==> config.mk <==
export PLATFORM = sky130hd
export DESIGN_NAME = ifetch_flat
export DESIGN_NICKNAME = d
export VERILOG_FILES = /design/src/rtl/ifetch_pkg.sv /design/src/rtl/ifetch_if.sv /design/src/rtl/ifetch_buf.sv /design/src/rtl/ifetch.sv /design/src/flat_wrapper.sv
export SDC_FILE = /design/constraint.sdc
export NUM_CORES = 1
export LEC_CHECK = 0
export CORE_UTILIZATION = 30
export CTS_CLUSTER_SIZE = 24
export DETAILED_ROUTE_END_ITERATION = 6
export PLACE_DENSITY = 0.48
export REMOVE_ABC_BUFFERS = 1
export SLEW_MARGIN = 30
export SYNTH_ARGS = -nofsm -noshare
export SYNTH_HDL_FRONTEND = slang
export SYNTH_SLANG_ARGS = --single-unit
==> constraint.sdc <==
create_clock -name clk -period 5 [get_ports clk]
set_clock_uncertainty 0.2 [all_clocks]
set_input_delay 0.5 -clock clk [delete_from_list [all_inputs] [get_ports clk]]
set_output_delay 0.5 -clock clk [all_outputs]
set_load 0.02 [all_outputs]
==> src/rtl/ifetch_pkg.sv <==
`default_nettype none
// +------------------------------------------------------------------+
// | ifetch_pkg : shared types and constants for the fetch stage       |
// | Revision   : 1.0                                                  |
// +------------------------------------------------------------------+
package ifetch_pkg;

  localparam logic [31:0] IFETCH_NOP = 32'hE1A0_0000;  // MOV r0, r0

  typedef struct packed {
    logic [31:0] pc;
    logic [31:0] instr;
  } fetch_entry_t;

endpackage
`default_nettype wire

==> src/rtl/ifetch_if.sv <==
`default_nettype none
// +------------------------------------------------------------------+
// | ifetch_if : instruction-memory request/response channel           |
// | Revision  : 1.0                                                   |
// +------------------------------------------------------------------+
interface ifetch_if;
  logic        req_valid;
  logic        req_ready;
  logic [31:0] addr;
  logic        rsp_valid;
  logic [31:0] rsp_data;

  modport master (
    output req_valid,
    output addr,
    input  req_ready,
    input  rsp_valid,
    input  rsp_data
  );

  modport slave (
    input  req_valid,
    input  addr,
    output req_ready,
    output rsp_valid,
    output rsp_data
  );
endinterface
`default_nettype wire

==> src/rtl/ifetch_buf.sv <==
`default_nettype none
// +------------------------------------------------------------------+
// | ifetch_buf : synchronous FIFO of fetched {pc, instr} entries      |
// | Revision   : 1.0                                                  |
// +------------------------------------------------------------------+
module ifetch_buf
  import ifetch_pkg::*;
#(
  parameter int BUF_DEPTH = 2
) (
  input  logic                           clk,
  input  logic                           reset,
  input  logic                           clear,
  input  logic                           push,
  input  logic                           pop,
  input  fetch_entry_t                   din,
  output fetch_entry_t                   head,
  output logic [$clog2(BUF_DEPTH+1)-1:0] count
);

  localparam int AW = $clog2(BUF_DEPTH);
  localparam int CW = $clog2(BUF_DEPTH + 1);

  fetch_entry_t    mem [BUF_DEPTH];
  logic [AW-1:0]   rd_ptr;
  logic [AW-1:0]   wr_ptr;
  logic            do_pop;

  assign do_pop = pop & (count != '0);
  assign head   = mem[rd_ptr];

  always_ff @(posedge clk) begin
    if (push) begin
      mem[wr_ptr] <= din;
    end
  end

  always_ff @(posedge clk) begin
    if (reset || clear) begin
      rd_ptr <= '0;
      wr_ptr <= '0;
      count  <= '0;
    end else begin
      if (push) begin
        wr_ptr <= wr_ptr + 1'b1;
      end
      if (do_pop) begin
        rd_ptr <= rd_ptr + 1'b1;
      end
      count <= count + CW'(push) - CW'(do_pop);
    end
  end

  // The issue rule reserves a slot for every request; a push into a full buffer is a bug upstream.
  a_no_overflow: assert property (@(posedge clk) disable iff (reset)
    !(push && !do_pop && !clear && count == CW'(BUF_DEPTH)));

endmodule
`default_nettype wire

==> src/rtl/ifetch.sv <==
`default_nettype none
// +------------------------------------------------------------------+
// | ifetch : instruction-fetch stage with buffered, flushable fetch   |
// | Optional macro IFETCH_PERF_EN adds fetch/flush event counters.    |
// | Revision : 1.0                                                    |
// +------------------------------------------------------------------+
module ifetch
  import ifetch_pkg::*;
#(
  parameter logic [31:0] RESET_PC  = 32'h0000_0000,
  parameter int          BUF_DEPTH = 2
) (
  input  logic        clk,
  input  logic        reset,
  input  logic        stall,
  input  logic        BranchTakenE,
  input  logic [31:0] BranchTargetE,
  ifetch_if.master    imem,
  output logic [31:0] InstrF,
  output logic        InstrValidF,
  output logic [31:0] PCPlus8
`ifdef IFETCH_PERF_EN
  ,
  output logic [31:0] perf_fetch_cnt,
  output logic [31:0] perf_flush_cnt
`endif
);

  localparam int BW = $clog2(BUF_DEPTH + 1);
  localparam int CW = $clog2(2 * BUF_DEPTH + 1);
  localparam int RW = CW + 2;

  logic [31:0]   fetch_pc;
  logic [31:0]   rsp_pc;
  logic [CW-1:0] inflight;
  logic [CW-1:0] discard;
  logic [BW-1:0] buf_count;
  logic [RW-1:0] reserve;
  fetch_entry_t  head;
  fetch_entry_t  push_entry;
  logic          buf_empty;
  logic          pop;
  logic          accept;
  logic          keep;

  assign buf_empty   = (buf_count == '0);
  assign InstrValidF = ~buf_empty;
  assign pop         = InstrValidF & ~stall & ~BranchTakenE;

  // Slots already promised: buffered words not leaving plus live (non-stale) requests.
  assign reserve = RW'(buf_count) - RW'(pop) + RW'(inflight) - RW'(discard);

  assign imem.req_valid = ~reset & ~BranchTakenE
                        & (reserve < RW'(BUF_DEPTH))
                        & (inflight < CW'(2 * BUF_DEPTH));
  assign imem.addr      = fetch_pc;
  assign accept         = imem.req_valid & imem.req_ready;
  assign keep           = imem.rsp_valid & (discard == '0) & ~BranchTakenE;
  assign push_entry     = '{pc: rsp_pc, instr: imem.rsp_data};

  assign InstrF  = buf_empty ? IFETCH_NOP : head.instr;
  assign PCPlus8 = (buf_empty ? rsp_pc : head.pc) + 32'd8;

  always_ff @(posedge clk) begin
    if (reset) begin
      fetch_pc <= RESET_PC;
      rsp_pc   <= RESET_PC;
      inflight <= '0;
      discard  <= '0;
    end else begin
      inflight <= inflight + CW'(accept) - CW'(imem.rsp_valid);
      if (BranchTakenE) begin
        fetch_pc <= BranchTargetE;
        rsp_pc   <= BranchTargetE;
        discard  <= inflight + CW'(accept) - CW'(imem.rsp_valid);
      end else begin
        if (accept) begin
          fetch_pc <= fetch_pc + 32'd4;
        end
        if (keep) begin
          rsp_pc <= rsp_pc + 32'd4;
        end
        if (imem.rsp_valid && discard != '0) begin
          discard <= discard - 1'b1;
        end
      end
    end
  end

  ifetch_buf #(
    .BUF_DEPTH (BUF_DEPTH)
  ) u_buf (
    .clk   (clk),
    .reset (reset),
    .clear (BranchTakenE),
    .push  (keep),
    .pop   (pop),
    .din   (push_entry),
    .head  (head),
    .count (buf_count)
  );

`ifdef IFETCH_PERF_EN
  always_ff @(posedge clk) begin
    if (reset) begin
      perf_fetch_cnt <= '0;
      perf_flush_cnt <= '0;
    end else begin
      perf_fetch_cnt <= perf_fetch_cnt + 32'(pop);
      perf_flush_cnt <= perf_flush_cnt + 32'(BranchTakenE);
    end
  end
`endif

endmodule
`default_nettype wire

==> src/flat_wrapper.sv <==
// flat-port wrapper written by rule: the top's interface ports become plain ports
module ifetch_flat import ifetch_pkg::*;
#(
  parameter logic [31:0] RESET_PC  = 32'h0000_0000,
  parameter int          BUF_DEPTH = 2
)
  (clk, reset, stall, BranchTakenE, BranchTargetE, InstrF, InstrValidF, PCPlus8, imem_req_valid, imem_addr, imem_req_ready, imem_rsp_valid, imem_rsp_data);
  ifetch_if imem_i ();
  input  logic clk;
  input  logic reset;
  input  logic stall;
  input  logic BranchTakenE;
  input  logic [31:0] BranchTargetE;
  output logic [31:0] InstrF;
  output logic InstrValidF;
  output logic [31:0] PCPlus8;
  output wire logic [$bits(imem_i.req_valid)-1:0] imem_req_valid;
  output wire logic [$bits(imem_i.addr)-1:0] imem_addr;
  input wire logic [$bits(imem_i.req_ready)-1:0] imem_req_ready;
  input wire logic [$bits(imem_i.rsp_valid)-1:0] imem_rsp_valid;
  input wire logic [$bits(imem_i.rsp_data)-1:0] imem_rsp_data;
  assign imem_req_valid = imem_i.req_valid;
  assign imem_addr = imem_i.addr;
  assign imem_i.req_ready = imem_req_ready;
  assign imem_i.rsp_valid = imem_rsp_valid;
  assign imem_i.rsp_data = imem_rsp_data;
  ifetch #(.RESET_PC(RESET_PC), .BUF_DEPTH(BUF_DEPTH)) u_core (.clk(clk), .reset(reset), .stall(stall), .BranchTakenE(BranchTakenE), .BranchTargetE(BranchTargetE), .imem(imem_i), .InstrF(InstrF), .InstrValidF(InstrValidF), .PCPlus8(PCPlus8));
endmodule
Word level (Yosys, flattened, before mapping)
Memories as Yosys holds them, arrays and structs flattened. A register that Yosys moved wholly into a read port is not among the register bits.
Index checks and enable logic that the tools add are counted.
W data, S select, Z words.
{"block": "totals", "regBits": 74, "ram_bits": 128, "inputBits": 70, "word_cells": 57, "n_memories": 1}
{"block": "op_classes", "add_sub_neg": 13, "n_lt_le_gt_ge": 2, "muxes": 12, "n_bitwise": 13, "n_reduce_logical": 9}
{"memory": "u_core.u_buf.mem", "words": 2, "word_bits": 64, "read_ports": 1, "rd_ports_with_merged_regs": 1, "wr": 1, "line_no": "ifetch_buf.sv:24", "source": "fetch_entry_t mem [BUF_DEPTH];"}
{"operator": "$mux W32", "n": 6}
{"operator": "$add A32 B3 Y32 const B", "n": 2}
{"operator": "$add A32 B4 Y32 const B", "n": 1}
{"operator": "$and A1 B1 Y1", "n": 9}
{"operator": "$reduce_bool A2 Y1", "n": 4}
{"operator": "$mux W3", "n": 2}
{"operator": "$add A5 B3 Y5", "n": 1}
{"operator": "$lt A5 B2 Y1 const B", "n": 1}
{"operator": "$sub A5 B3 Y5", "n": 1}
{"operator": "$mux W1", "n": 4}
{"operator": "$not A1 Y1", "n": 4}
{"operator": "$add A3 B1 Y3", "n": 1}
{"operator": "$logic_not A3 Y1", "n": 1}
{"operator": "$lt A3 B3 Y1 const B", "n": 1}
{"operator": "$reduce_bool A3 Y1", "n": 1}
{"operator": "$sub A2 B1 Y3", "n": 1}
{"operator": "$sub A3 B1 Y3", "n": 1}
{"operator": "$sub A3 B1 Y3 const B", "n": 1}
{"operator": "$add A1 B1 Y1 const B", "n": 2}
{"operator": "$add A2 B1 Y2", "n": 1}
{"operator": "$logic_not A2 Y1", "n": 1}
{"operator": "$sub A2 B1 Y2", "n": 1}
{"operator": "$logic_and A1 B1 Y1", "n": 1}
{"operator": "$logic_or A1 B1 Y1", "n": 1}

Longest topological paths before layout
{"block": "depth", "depth_word": 14, "ltp_mapped": 22}

Cells and area by module
A second synthesis with hierarchy kept.
{"block": "hier_totals", "hier_cells": 930, "area_unflattened_um2": 10633.9}
{"module": "ifetch", "instances": 1, "cells_per_inst": 710, "area_each_um2": 5476.5}
{"module": "ifetch_buf", "instances": 1, "cells_per_inst": 220, "area_each_um2": 5157.4}

Worst setup path before layout
OpenSTA, ideal clock, no wires.
{"block": "synth_path", "kind": "reg2reg", "start": "register u_core.u_buf.count[1]", "end": "register u_core.discard[2]", "setup_time_ps": 123, "arrival_ps": 4387, "required_ps": 4677, "path_slack_ps": 290, "path_stages_with_launch": 22, "n_path_buf": 3, "path_cell_list": "dfxtp_1 > nor2_2 > clkbuf_1 > buf_1 > nor3_1 > ha_1 > ha_1 > inv_1 > fa_1 > ha_1 > nor3b_1 > o211ai_1 > o211ai_2 > and2_1 > buf_2 > ha_1 > fa_1 > xnor2_1 > xnor2_1 > nor2_1 > nand2_1 > o21ai_0"}
{"block": "synth_via", "elab_chain_len": 14}
{"element": "start: declaration", "line_no": "ifetch_buf.sv:18", "source": "output logic [$clog2(BUF_DEPTH+1)-1:0] count"}
{"element": "start signal: assignment", "line_no": "ifetch_buf.sv:50", "source": "count <= count + CW'(push) - CW'(do_pop);"}
{"element": "$logic_not A2 Y1", "line_no": "ifetch.sv:46", "source": "assign buf_empty = (buf_count == '0);"}
{"element": "$not A1 Y1", "line_no": "ifetch.sv:47", "source": "assign InstrValidF = ~buf_empty;"}
{"element": "$and A1 B1 Y1 (2 in a row)", "line_no": "ifetch.sv:48", "source": "assign pop = InstrValidF & ~stall & ~BranchTakenE;"}
{"element": "$sub A2 B1 Y3 *", "line_no": "ifetch.sv:51", "source": "assign reserve = RW'(buf_count) - RW'(pop) + RW'(inflight) - RW'(discard);"}
{"element": "$add A5 B3 Y5 *", "line_no": "ifetch.sv:51"}
{"element": "$sub A5 B3 Y5 *", "line_no": "ifetch.sv:51"}
{"element": "$lt A5 B2 Y1 *", "line_no": "ifetch.sv:54", "source": "& (reserve < RW'(BUF_DEPTH))"}
{"element": "$and A1 B1 Y1 *", "line_no": "ifetch.sv:54"}
{"element": "$and A1 B1 Y1 *", "line_no": "ifetch.sv:55", "source": "& (inflight < CW'(2 * BUF_DEPTH));"}
{"element": "$and A1 B1 Y1 *", "line_no": "ifetch.sv:57", "source": "assign accept = imem.req_valid & imem.req_ready;"}
{"element": "$add A3 B1 Y3 *", "line_no": "ifetch.sv:75", "source": "discard <= inflight + CW'(accept) - CW'(imem.rsp_valid);"}
{"element": "$sub A3 B1 Y3 *", "line_no": "ifetch.sv:75"}
{"element": "$mux W3 *", "line_no": "ifetch.sv:72", "source": "if (BranchTakenE) begin"}
{"element": "end signal: assignment", "line_no": "ifetch.sv:75"}
{"element": "end signal: assignment", "line_no": "ifetch.sv:84", "source": "discard <= discard - 1'b1;"}
{"element": "end: declaration", "line_no": "ifetch.sv:36", "source": "logic [CW-1:0] discard;"}
Every way passes the cells marked *; elsewhere a longest branch is shown, timed or not.
A chain may end at the register's enable or synchronous reset.

Worst setup path after layout
{"block": "layout_path", "start": "input port stall", "end": "output port imem_req_valid"}
{"block": "layout_via", "elab_chain_len": 9}
{"element": "start: declaration", "line_no": "flat_wrapper.sv:11", "source": "input logic stall;"}
{"element": "$not A1 Y1", "line_no": "ifetch.sv:48"}
{"element": "$and A1 B1 Y1 (2 in a row)", "line_no": "ifetch.sv:48"}
{"element": "$sub A2 B1 Y3", "line_no": "ifetch.sv:51"}
{"element": "$add A5 B3 Y5", "line_no": "ifetch.sv:51"}
{"element": "$sub A5 B3 Y5", "line_no": "ifetch.sv:51"}
{"element": "$lt A5 B2 Y1", "line_no": "ifetch.sv:54"}
{"element": "$and A1 B1 Y1", "line_no": "ifetch.sv:54"}
{"element": "$and A1 B1 Y1", "line_no": "ifetch.sv:55"}
{"element": "end: declaration", "line_no": "flat_wrapper.sv:17", "source": "output wire logic [$bits(imem_i.req_valid)-1:0] imem_req_valid;"}
Every way passes these cells.

==> metrics.txt <==
worst voltage drop across the vdd grid=about 0.00022 V; worst slew margin relative to its limit=between 40% and 50%; clock tree sinks=203; vertical extent of the die=about 180 µm; Startpoint Class=input pin; CTS hold repair buffers=0; post-synthesis register bit count=between 200 and 250; synthesis-to-finish area growth=29.9%; Post-Layout Cell Count=1,479; maximum clock insertion buffer count=3; max frequency=roughly 210 MHz; total setup violations reported at the end of the flow=0; Hold Crit Class=flip-flop to flip-flop; Data required, critical path=around 4300 ps; routed vias/inst=4.63; Die Span X=about 180 µm; total area of sequential cells=5350 µm²; Least-Margin Pin Slew=between 700 and 800 ps; detailed-route wire length per cell=between 15 and 20 µm; Critical Path AT=around 4000 ps; I/O pin total=168; total number of vias=a little under 7,000; share of async-settable or async-resettable flops after synthesis=0%; clk slew on worst S/H paths=60 ps; EDFF count, synth=roughly 130; multi-input logic area=roughly 4000 µm²; Post-Synthesis Cell Area=about 10000 µm²; Post-Syn Instances=roughly 860; area of the core=about 32,000 µm²; worst setup path class=input pin to output port; Syn. warnings=0; power density of the placed cells=between 300 and 400 nW/µm²; Max stage delay on crit path=just over 600 ps; Max Slew Vio Count=0; remaining global-route overflow=0; effective utilization at floorplan=a little under a third; setup repair after global routing missed its margin=no; number of placement rows=between 60 and 70; ordered cell list for the critical path=clkdlybuf4s50_1 > nor3_1 > ha_1 > ha_1 > inv_1 > fa_1 > fa_1 > nor4_4 > buf_4 > and2_1 > clkdlybuf4s50_1; post-detailed-route DRC marker count=0; first-pass GRT wire length=about 37,000 µm; max_cap viols=0; post-DP HPWL=about 16,000 µm; largest net degree at the start of global routing=65; global-route total usage across every layer=~14%; crit path max fanout=5; total wire length after detailed routing=~24,000 µm; drt initial violations=275; total instance count after detailed placement=about 1,400; result of the run=complete, no violations; fin crit period=approximately 4700 ps; cts bufs inserted=23; post-cts sizing count=0; sequential cell area fraction in the yosys report=between 50% and 60%; vias in the first global route=6,727; summed negative setup slack over all endpoints=0 ps; IO Port Bufs=between 150 and 200; 1st-pass router iterations=4; synthesized area per cell=11.4 µm²; Worst Setup End Kind=output port; diode count=0; Period Utilization, post-route=roughly 94%; Post-DRT Antenna Nets=0; number of nets in the finished design=1,116; clock latency of the later-clocked register in the worst-skew pair=slightly above 500 ps; area of the die=roughly 33,000 µm²; postcts setup bufs=0; Fill cells=about 3,100; root buffer cell=sky130_fd_sc_hd__clkbuf_16; fraction of final layout cells sized beyond drive strength 1=a little under a tenth; reg-to-reg slack, setup=790 ps; clock tree from TritonCTS=yes; number of antenna violations at the first check in global routing=0; RD Place Congestion=0.766; H-tree levels=1; Netlist cell types=64; slowest cell on the critical path=sky130_fd_sc_hd__clkdlybuf4s50_1; leakage power=between 4 and 5 nW; commonest register cell after synthesis=sky130_fd_sc_hd__edfxtp_1; final number of hold-violating endpoints=0
final cells by class:
class / instances / share of cell area (%)
inverters: 48 / 1.43
well taps: 435 / 4.30
repair buffers: 181 / 14.0
clock inverters: 16 / 1.11
clock buffers: 26 / 4.79
flip-flops and latches: 203 / 42.2
multi-input cells: 570 / 32.2
state kept, by name (all words and copies together) (netlist names), named ones only:
signal and flops:
u_core.u_buf.rd_ptr 1, u_core.inflight 3, u_core.u_buf.count 2, u_core.u_buf.mem 128, u_core.discard 3, u_core.rsp_pc 32, u_core.u_buf.wr_ptr 1, u_core.imem.addr 32
critical path, delay by kind of cell:
family | cells | cell delay (ps)
buf+inv | 4 | 1300
fa+ha+maj | 4 | 1430
simple gates | 3 | 750
cells in the mapped netlist (all sizes together), types with 8 or more instances:
cell type | count | area [µm²]
inv | 46 | 173
nor3 | 27 | 140
o31a | 17 | 149
and3 | 8 | 50.1
xor2 | 20 | 175
edfxtp | 128 | 3840
clkbuf | 17 | 63.8
nand3 | 20 | 105
and2 | 11 | 71.3
xnor2 | 48 | 420
dfxtp | 75 | 1500
nor4 | 16 | 143
o21a | 16 | 120
nor2 | 69 | 262
mux2i | 64 | 641
mux2 | 27 | 304
buf | 17 | 96.3
nand4 | 22 | 165
ha | 15 | 188
a21oi | 45 | 225
a21boi | 20 | 150
nand2 | 63 | 236
per-stage QoR:
stage / setup WS (ps) / hold WS [ps] / utilization, % / instance area [µm²] / power [mW]
floorplan: 208 / 247 / - / 9590 / 2.55
global placement: 218 / 245 / 37.5 / 11900 / 2.92
detailed placement: 197 / 256 / 37.5 / 11900 / 2.93
CTS: 255 / 265 / 39.8 / 12700 / 4.61
global route: 158 / 285 / 39.8 / 12700 / 4.76
finish: 306 / 259 / 39.8 / 12700 / 4.53
final timing paths:
kind	start	endpoint	cells past startpoint
worst max-delay path	stall	imem_req_valid	11
worst min-delay path	u_core.imem.addr[0]	u_core.imem.addr[0]	2
worst max register to register	u_core.u_buf.count[0]	u_core.discard[2]	18
worst min register to register	u_core.imem.addr[0]	u_core.imem.addr[0]	2
layout by cell type, fill, tap and decap left out, types with 3 or more instances in the layout:
cell type	Yosys	routed
sky130_fd_sc_hd__clkinv_1	1	4
sky130_fd_sc_hd__a21oi_1	45	45
sky130_fd_sc_hd__ha_1	15	15
sky130_fd_sc_hd__or3_1	4	4
sky130_fd_sc_hd__inv_1	46	46
sky130_fd_sc_hd__clkdlybuf4s50_1	0	165
sky130_fd_sc_hd__nand4_1	19	19
sky130_fd_sc_hd__o211ai_1	3	3
sky130_fd_sc_hd__xor2_1	20	20
sky130_fd_sc_hd__nand3_1	19	19
sky130_fd_sc_hd__and3_1	8	7
sky130_fd_sc_hd__nor3_1	26	26
sky130_fd_sc_hd__buf_4	3	13
sky130_fd_sc_hd__a211oi_1	4	4
sky130_fd_sc_hd__fa_1	4	4
sky130_fd_sc_hd__a31oi_1	4	4
sky130_fd_sc_hd__o21ai_0	6	6
sky130_fd_sc_hd__and2_1	10	10
sky130_fd_sc_hd__o21bai_1	3	3
sky130_fd_sc_hd__and4_1	4	4
sky130_fd_sc_hd__o21a_1	16	16
sky130_fd_sc_hd__edfxtp_1	128	128
sky130_fd_sc_hd__o31a_1	17	17
sky130_fd_sc_hd__nand3b_1	3	3
sky130_fd_sc_hd__nor4_1	12	12
sky130_fd_sc_hd__nand2_1	63	63
sky130_fd_sc_hd__mux2_2	23	23
sky130_fd_sc_hd__nor2_1	68	67
sky130_fd_sc_hd__mux2_1	4	4
sky130_fd_sc_hd__nor2b_1	6	6
sky130_fd_sc_hd__a21boi_0	20	20
sky130_fd_sc_hd__xnor2_1	48	48
sky130_fd_sc_hd__mux2i_1	64	64
sky130_fd_sc_hd__dfxtp_1	75	74
sky130_fd_sc_hd__clkbuf_16	0	23
sky130_fd_sc_hd__clkinv_2	1	7
cell families (layout without fill, tap and decap cells):
family | count (synthesis) | after routing | synth area share [%]
flops | 203 | 203 | 54.8
buf+inv | 82 | 271 | 3.50
fa+ha+maj | 19 | 19 | 2.75
compound gates | 128 | 128 | 8.93
simple gates | 264 | 264 | 14.2
mux | 91 | 91 | 9.69
xor+xnor | 68 | 68 | 6.11
metal layers:
layer | track usage [%] | share of wire [%] | vias to the layer above
met5 | 0 | 0 | -
met4 | 4.03 | 1.8 | 0
met3 | 1.80 | 3.6 | 28
met2 | 23.7 | 46 | 139
met1 | 19.4 | 49 | 3236
li1 | - | - | 3446
report_power, final:
group | total, mW | switching [mW] | internal [mW]
registers | 2.00 | 0.0900 | 1.91
logic | 0.878 | 0.486 | 0.391
clock network | 1.65 | 0.672 | 0.977
total | 4.53 | 1.25 | 3.28
Note: power is estimated with default switching activity, not from simulation.
